--- src/rtl/fetch_queue.sv ---
// fetch_queue: instruction-fetch front end for the pipelined core.
// A PC generator drives imem and pushes {pc, instruction} pairs into a
// DEPTH-entry prefetch FIFO. ID pops the head, so imem fetch keeps going
// while ID is stalled. A taken branch flushes the FIFO and redirects the PC.
//
// Ports:
//   clk, reset   clock; synchronous active-high reset
//   pc_out       fetch address to imem
//   inst_in      imem read data for pc_out (combinational read)
//   fetch_en     allow new fetches
//   br_taken     redirect from ID; br_target is the new PC
//   deq          ID consumes the head entry this cycle
//   inst_out     head instruction
//   inst_pc      PC of the head instruction
//   inst_valid   FIFO not empty
//   count        FIFO occupancy
//   full         count == DEPTH
module fetch_queue #(
    parameter int                INST_W   = 32,
    parameter int                ADDR_W   = 32,
    parameter int                DEPTH    = 4,
    parameter int                PC_INC   = 4,
    parameter logic [ADDR_W-1:0] RESET_PC = '0
) (
    input  logic                     clk,
    input  logic                     reset,
    output logic [ADDR_W-1:0]        pc_out,
    input  logic [INST_W-1:0]        inst_in,
    input  logic                     fetch_en,
    input  logic                     br_taken,
    input  logic [ADDR_W-1:0]        br_target,
    input  logic                     deq,
    output logic [INST_W-1:0]        inst_out,
    output logic [ADDR_W-1:0]        inst_pc,
    output logic                     inst_valid,
    output logic [$clog2(DEPTH):0]   count,
    output logic                     full
);

    localparam int PTR_W = $clog2(DEPTH);
    localparam int CNT_W = PTR_W + 1;

    logic [ADDR_W-1:0] pc_q, pc_d;
    logic [PTR_W-1:0]  rd_ptr_q, rd_ptr_d;
    logic [PTR_W-1:0]  wr_ptr_q, wr_ptr_d;
    logic [CNT_W-1:0]  count_q, count_d;

    logic [ADDR_W-1:0] mem_pc_q   [DEPTH];
    logic [INST_W-1:0] mem_inst_q [DEPTH];

    logic deq_ok;
    logic fetch_ok;

    assign inst_valid = (count_q != '0);
    assign full       = (count_q == CNT_W'(DEPTH));
    assign count      = count_q;
    assign pc_out     = pc_q;
    assign inst_out   = mem_inst_q[rd_ptr_q];
    assign inst_pc    = mem_pc_q[rd_ptr_q];

    // A full FIFO still takes a fetch when the head leaves in the same cycle.
    assign deq_ok   = deq & inst_valid;
    assign fetch_ok = fetch_en & ~br_taken & (~full | deq_ok);

    always_comb begin
        pc_d     = pc_q;
        rd_ptr_d = rd_ptr_q;
        wr_ptr_d = wr_ptr_q;
        count_d  = count_q;
        if (br_taken) begin
            // Redirect wins over everything: drop all in-flight entries.
            pc_d     = br_target;
            rd_ptr_d = '0;
            wr_ptr_d = '0;
            count_d  = '0;
        end else begin
            if (fetch_ok) begin
                pc_d     = pc_q + ADDR_W'(PC_INC);
                wr_ptr_d = wr_ptr_q + PTR_W'(1);
            end
            if (deq_ok) begin
                rd_ptr_d = rd_ptr_q + PTR_W'(1);
            end
            if (fetch_ok && !deq_ok) begin
                count_d = count_q + CNT_W'(1);
            end else if (deq_ok && !fetch_ok) begin
                count_d = count_q - CNT_W'(1);
            end
        end
    end

    always_ff @(posedge clk) begin
        if (reset) begin
            pc_q     <= RESET_PC;
            rd_ptr_q <= '0;
            wr_ptr_q <= '0;
            count_q  <= '0;
        end else begin
            pc_q     <= pc_d;
            rd_ptr_q <= rd_ptr_d;
            wr_ptr_q <= wr_ptr_d;
            count_q  <= count_d;
        end
    end

    // Entry storage needs no reset; inst_valid masks stale contents.
    always_ff @(posedge clk) begin
        if (fetch_ok) begin
            mem_pc_q[wr_ptr_q]   <= pc_q;
            mem_inst_q[wr_ptr_q] <= inst_in;
        end
    end

endmodule

--- config.mk ---
export PLATFORM = sky130hd
export DESIGN_NAME = fetch_queue
export DESIGN_NICKNAME = d
export VERILOG_FILES = /design/src/rtl/fetch_queue.sv
export SDC_FILE = /design/constraint.sdc
export NUM_CORES = 1
export LEC_CHECK = 0
export CELL_PAD_IN_SITES_DETAIL_PLACEMENT = 1
export CELL_PAD_IN_SITES_GLOBAL_PLACEMENT = 1
export CORE_AREA = 8 8 161 163
export CTS_CLUSTER_SIZE = 16
export DETAILED_ROUTE_END_ITERATION = 8
export DIE_AREA = 0 0 169 171
export PLACE_DENSITY = 0.84
export REMOVE_ABC_BUFFERS = 1
export SETUP_SLACK_MARGIN = 0.15
export SYNTH_ARGS = -nofsm -noshare
export SYNTH_HDL_FRONTEND = slang
export SYNTH_SLANG_ARGS = --single-unit
--- constraint.sdc ---
create_clock -name clk -period 8.8 [get_ports clk]
set_input_delay 1.76 -clock clk [delete_from_list [all_inputs] [get_ports clk]]
set_output_delay 1.76 -clock clk [all_outputs]
set_load 0.01 [all_outputs]
==> results.cfg, run 1 <==
[floorplanning]
ios = 170
initial_core_util_pct = 49.3
rows = 56
core_area_um2 = 23300
fp.dieH_um = 171
die_w_um = 169
die_area_um2 = 28900

[power]
totalPowerFinal_uw = 3030
powerDensity_nw_per_um2 = 211
ir_drop_mv = 0.131
seqPwrFrac_pct = 52.9
p_comb_share_pct = 7.3
intPower_uw = 2390
swShare_pct = 21.1
p_switching_uw = 640
p_leak_uw = 0.00451
pwr-share-clk_pct = 39.8

[finish]
nets = 841
multi_input_area_um2 = 2790
drive_gt1_share_pct = 16.6
area_delta_synth_final_pct = 25.5
fin_cells = 1108
mostFrequentLayoutCells = 256 x edfxtp_1, 169 x clkdlybuf4s50_1, 64 x mux4_2
n_fill_cell = 2025
antennaDiodeCount = 0
final_common_cell = edfxtp_1
design_area_um2 = 14400
regArea_um2 = 8520

[timing]
post-route-period-util_pct = 56.3
tns_ns = 0
hold_violations = 0
final.setup_skew_ns = 0.0134
worst_slew_pin_slew_ns = 1.05
whs_ns = 0.549
fin_crit_ns = 4.96
slew_headroom_pct = 30.2
rsz0062_at_grt = false
max_freq_ghz = 0.202
setup_violations = 0
report.final.slew_viol_count = 0

[synthesis]
ys_seq_area_share_pct = 74.3
synth-edff-count = 256
yosysWarnings = 0
synth_top_area_share_pct = 67.1
postSynth.asyncResetShare_pct = 0
synth_top_area_cell = edfxtp_1
synthCells = 592
ys_ff_latch = 297
syn_avg_cell_area_um2 = 19.4
synth_area_leaders = edfxtp_1 67%, mux4_2 13%, dfxtp_1 7.2%, xnor2_1 1.5%, a211oi_1 1.3%
syn_area_um2 = 11500
synth_cell_types = 41
synth-main-ff-cell = edfxtp_1

[grt]
grt_usage_pct = 18.8
grt_pass1_wl_um = 41400
grt_max_degree = 65
antenna_found_initial = 0
first_global_vias = 6930
overflow = 0

[route]
ant_nets = 0
routed_wl_um = 27400
dr.pass1.iters = 5
wl_per_cell_um = 24.7
drc = 0
first_iter_violations = 385
vias_per_cell = 5.54
num_vias = 6135

[setup_path]
slowest_stage = buf_4
slowest_delay_ns = 0.73
crit_arrival_ns = 3.20
path_cells = buf_4 > mux4_2 > clkdlybuf4s50_1
cp.required_ns = 7.04
worstSetupStartpointType = flip-flop
critPathMaxFanout = 41
endpoint_kind = primary output
critical_path_class = flip-flop to primary output
r2r-start = count[0]

[clock_tree]
ctsResizeCount = 0
holdBufCountCts = 0
htree_levels = 1
clk_pin_slew_ns = 0.06
root_buffer = clkbuf_16
postCtsSetupBuffers = 0
clockBufferDepth = 3
cts.sinks = 297
numCtsBuffers = 30
cts_tree = built
clock_latency_ns = 0.55

[job]
drv_cap = 0

[status]
outcome = complete, no violations

[hold_path]
worstHoldPathType = flip-flop to flip-flop
min_from = wr_ptr_q[1]

[place]
place_area_um2 = 13400
dp.cells = 1052
globalplace.congestion = 0.773
dp_hpwl_um = 16800
portBuffers = 169
==> path summary, 6_finish.rpt <==
check | endpoint | slack (ns) | cells past startpoint
setup / recovery | inst_pc[3] | 3.84 | 3
hold / removal | wr_ptr_q[1] | 0.55 | 2
setup reg to reg | mem_inst_q[0][12] | 6.35 | 3
hold reg to reg | wr_ptr_q[1] | 0.55 | 2
==> state kept, by name (all words and copies together) (netlist names), named ones only <==
name	flops
pc_out	32
mem_inst_q	128
count	3
mem_pc_q	128
wr_ptr_q	2
rd_ptr_q	2
==> cells by family (layout without fill, tap and decap cells) <==
| family | Yosys count | after routing | synth area share [%] |
|---|---|---|---|
| mux | 67 | 67 | 12.8 |
| simple gates | 113 | 113 | 5.82 |
| flops | 297 | 297 | 74.3 |
| compound gates | 37 | 37 | 2.27 |
| xor+xnor | 32 | 32 | 2.45 |
| buf+inv | 39 | 236 | 1.54 |
| fa+ha+maj | 7 | 7 | 0.830 |
==> final cells by class <==
cell class | instances | area share [%]
repair buffers | 171 | 11.9
clock buffers | 48 | 6.05
inverters | 9 | 0.235
multi-input cells | 256 | 19.4
clock inverters | 8 | 0.444
flip-flops and latches | 297 | 59.2
well taps | 319 | 2.78
==> metrics by stage <==
step                worst slack (ns)  util, %
finish                          3.84     61.8
global route                    3.64     61.8
CTS                             3.74     61.8
detailed placement              4.06     57.8
global placement                4.20     57.8
floorplan                       3.63        -
==> Yosys cell counts (7+ instances only) <==
library cell	n
nand3_1	8
edfxtp_1	256
xnor2_1	19
nor2_1	33
nor4_2	9
nand2_1	24
a211oi_1	20
a21oi_1	7
mux4_2	64
clkbuf_1	18
dfxtp_1	41
inv_1	9
xor2_1	13
==> metal layers <==
layer / vias to the layer above / share of wire, % / global-route usage [%]
li1: 2727 / - / -
met4: 0 / 1.5 / 3.92
met3: 35 / 6.4 / 4.26
met2: 204 / 52 / 33.9
met1: 3169 / 40 / 22.8
met5: - / 0 / 0
==> critical path: cells and delay by family (launching register included) <==
| family | cells | cell delay, ns |
|---|---|---|
| buffers and inverters | 2 | 1.25 |
| flip-flops | 1 | 0.66 |
| multiplexers | 1 | 0.65 |
==> power by group through the flow <==
stage                     combinational [µW]  sequential, µW  clock (µW)
after floorplan                         83.4            1630           0
after CTS                                225            1600        1230
after global placement                   215            1630           0
after detailed placement                 222            1630           0
after global routing                     236            1610        1270
final                                    222            1600        1210
Power figures use the tool's default switching activity.
==> run 2, diff against run 1 <==
- CORE_AREA: 8 8 161 163 -> 8 8 167 169
- DIE_AREA: 0 0 169 171 -> 0 0 175 177
- PLACE_DENSITY: 0.84 -> 0.79
- clock period: 8.8 -> 4.8 ns (I/O delays scaled with it)
==> results.cfg, run 2 (synthesized netlist as in run 1, its figures left out) <==
[clock_tree]
root_buffer = clkbuf_16
clock_latency_ns = 0.53
numCtsBuffers = 31
holdBufCountCts = 0
clk_pin_slew_ns = 0.06
postCtsSetupBuffers = 0
clockBufferDepth = 3
cts.sinks = 297
cts_tree = built
ctsResizeCount = 0
htree_levels = 1

[power]
seqPwrFrac_pct = 51.6
p_switching_uw = 1160
pwr-share-clk_pct = 41.4
powerDensity_nw_per_um2 = 393
p_leak_uw = 0.00456
p_comb_share_pct = 7.0
swShare_pct = 20.4
intPower_uw = 4540
ir_drop_mv = 0.291

[setup_path]
cp.required_ns = 3.84
crit_buf_inv = 2
r2r-start = count[0]
slowest_stage = dfxtp_4
rrSetupSlack_ns = 2.39
reg2reg_to = mem_pc_q[3][4]
critical_path_class = flip-flop to primary output
critPathMaxFanout = 35
path_cells = buf_12 > mux4_2 > clkdlybuf4s50_1
cp_top_family = buffers and inverters
endpoint_kind = primary output
reg2reg_depth = 3
slowest_delay_ns = 0.75
crit_arrival_ns = 2.80
worstSetupStartpointType = flip-flop

[floorplanning]
core_area_um2 = 25500
die_area_um2 = 31000
fp.dieH_um = 177
rows = 59
initial_core_util_pct = 45.0
die_w_um = 175
ios = 170

[route]
dr.pass1.iters = 4
ant_nets = 0
num_vias = 6058
wl_per_cell_um = 23.1
vias_per_cell = 5.38
first_iter_violations = 385
drc = 0
routed_wl_um = 26000

[timing]
fin_crit_ns = 3.76
post-route-period-util_pct = 78.4
tns_ns = 0
hold_violations = 0
final.setup_skew_ns = 0.00984
rsz0062_at_grt = false
report.final.slew_viol_count = 0
setup_slack_ns = 1.04
setup_violations = 0
max_freq_ghz = 0.266
whs_ns = 0.520
slew_headroom_pct = 31.0
worst_slew_pin_slew_ns = 1.04

[finish]
mostFrequentLayoutCells = 256 x edfxtp_1, 169 x clkdlybuf4s50_1, 64 x mux4_2
design_area_um2 = 14500
nets = 843
final_common_cell = edfxtp_1
antennaDiodeCount = 0
area_delta_synth_final_pct = 26.6
drive_gt1_share_pct = 17.6
fin_cells = 1126

[grt]
first_global_vias = 6886
grt_usage_pct = 16.6
grt_pass1_wl_um = 40100
antenna_found_initial = 0
overflow = 0
grt_max_degree = 65

[place]
portBuffers = 169
place_area_um2 = 13500
dp.cells = 1069
dp_hpwl_um = 16500
dpl_worst_slack_ns = 1.37
globalplace.congestion = 0.785

[hold_path]
min_path_cells = 2
min_from = wr_ptr_q[1]
min_to = wr_ptr_q[1]
worstHoldPathType = flip-flop to flip-flop

[status]
outcome = complete, no violations

[job]
drv_cap = 0
run 2: changes by cell type in the layout (fill, tap and decap cells not counted), sizes merged:
| cell | before | now |
|---|---|---|
| bufinv | 1 | 3 |
| buf | 2 | 3 |
| clkbuf | 48 | 47 |
| clkinv | 7 | 6 |
| clkinvlp | 0 | 1 |
run 2: area by class of cell:
type	instances	area [µm²]
Clock buffer	47	896
Fill cell	2273	11000
Timing Repair Buffer	172	1730
Inverter	9	33.8
Sequential cell	297	8520
Tap cell	335	419
Clock inverter	10	125
Multi-Input combinational cell	256	2790
run 2: metrics by stage:
stage          total power [µW]  utilization (%)
6_report                   5700             57.0
5_1_grt                    5880             57.0
4_1_cts                    5760             57.0
3_5_place_dp               3400             53.0
3_3_place_gp               3380             53.0
2_1_floorplan              3140                -
run 2: how the worst max path moves through the flow:
stage / startpoint / depth (start not counted) / to
after floorplan: flip-flop / 1 / inst_out[0]
after global placement: deq / 4 / mem_inst_q[0][0]
after detailed placement: deq / 4 / mem_inst_q[0][0]
after CTS: flip-flop / 3 / inst_pc[23]
after global routing: flip-flop / 3 / inst_pc[17]
final: flip-flop / 3 / inst_pc[13]
run 2: layer usage:
metal | GRT usage, % | share of wire, %
met1 | 21.2 | 43
met2 | 28.8 | 50
met3 | 3.84 | 5.6
met4 | 3.25 | 1.4
met5 | 0 | 0
run 2: power groups by stage:
stage          Sequential [µW]  Clock [µW]  Combinational [µW]
2_1_floorplan             2990           0                 153
6_report                  2940        2360                 401
5_1_grt                   2950        2500                 430
4_1_cts                   2940        2410                 409
3_3_place_gp              2980           0                 395
3_5_place_dp              2990           0                 406
run 2: worst min-delay path, delay by kind of cell, from the launching register on:
family	cells	cell delay, ns
compound gates	1	0.05
simple gates	1	0.07
flops	1	0.35
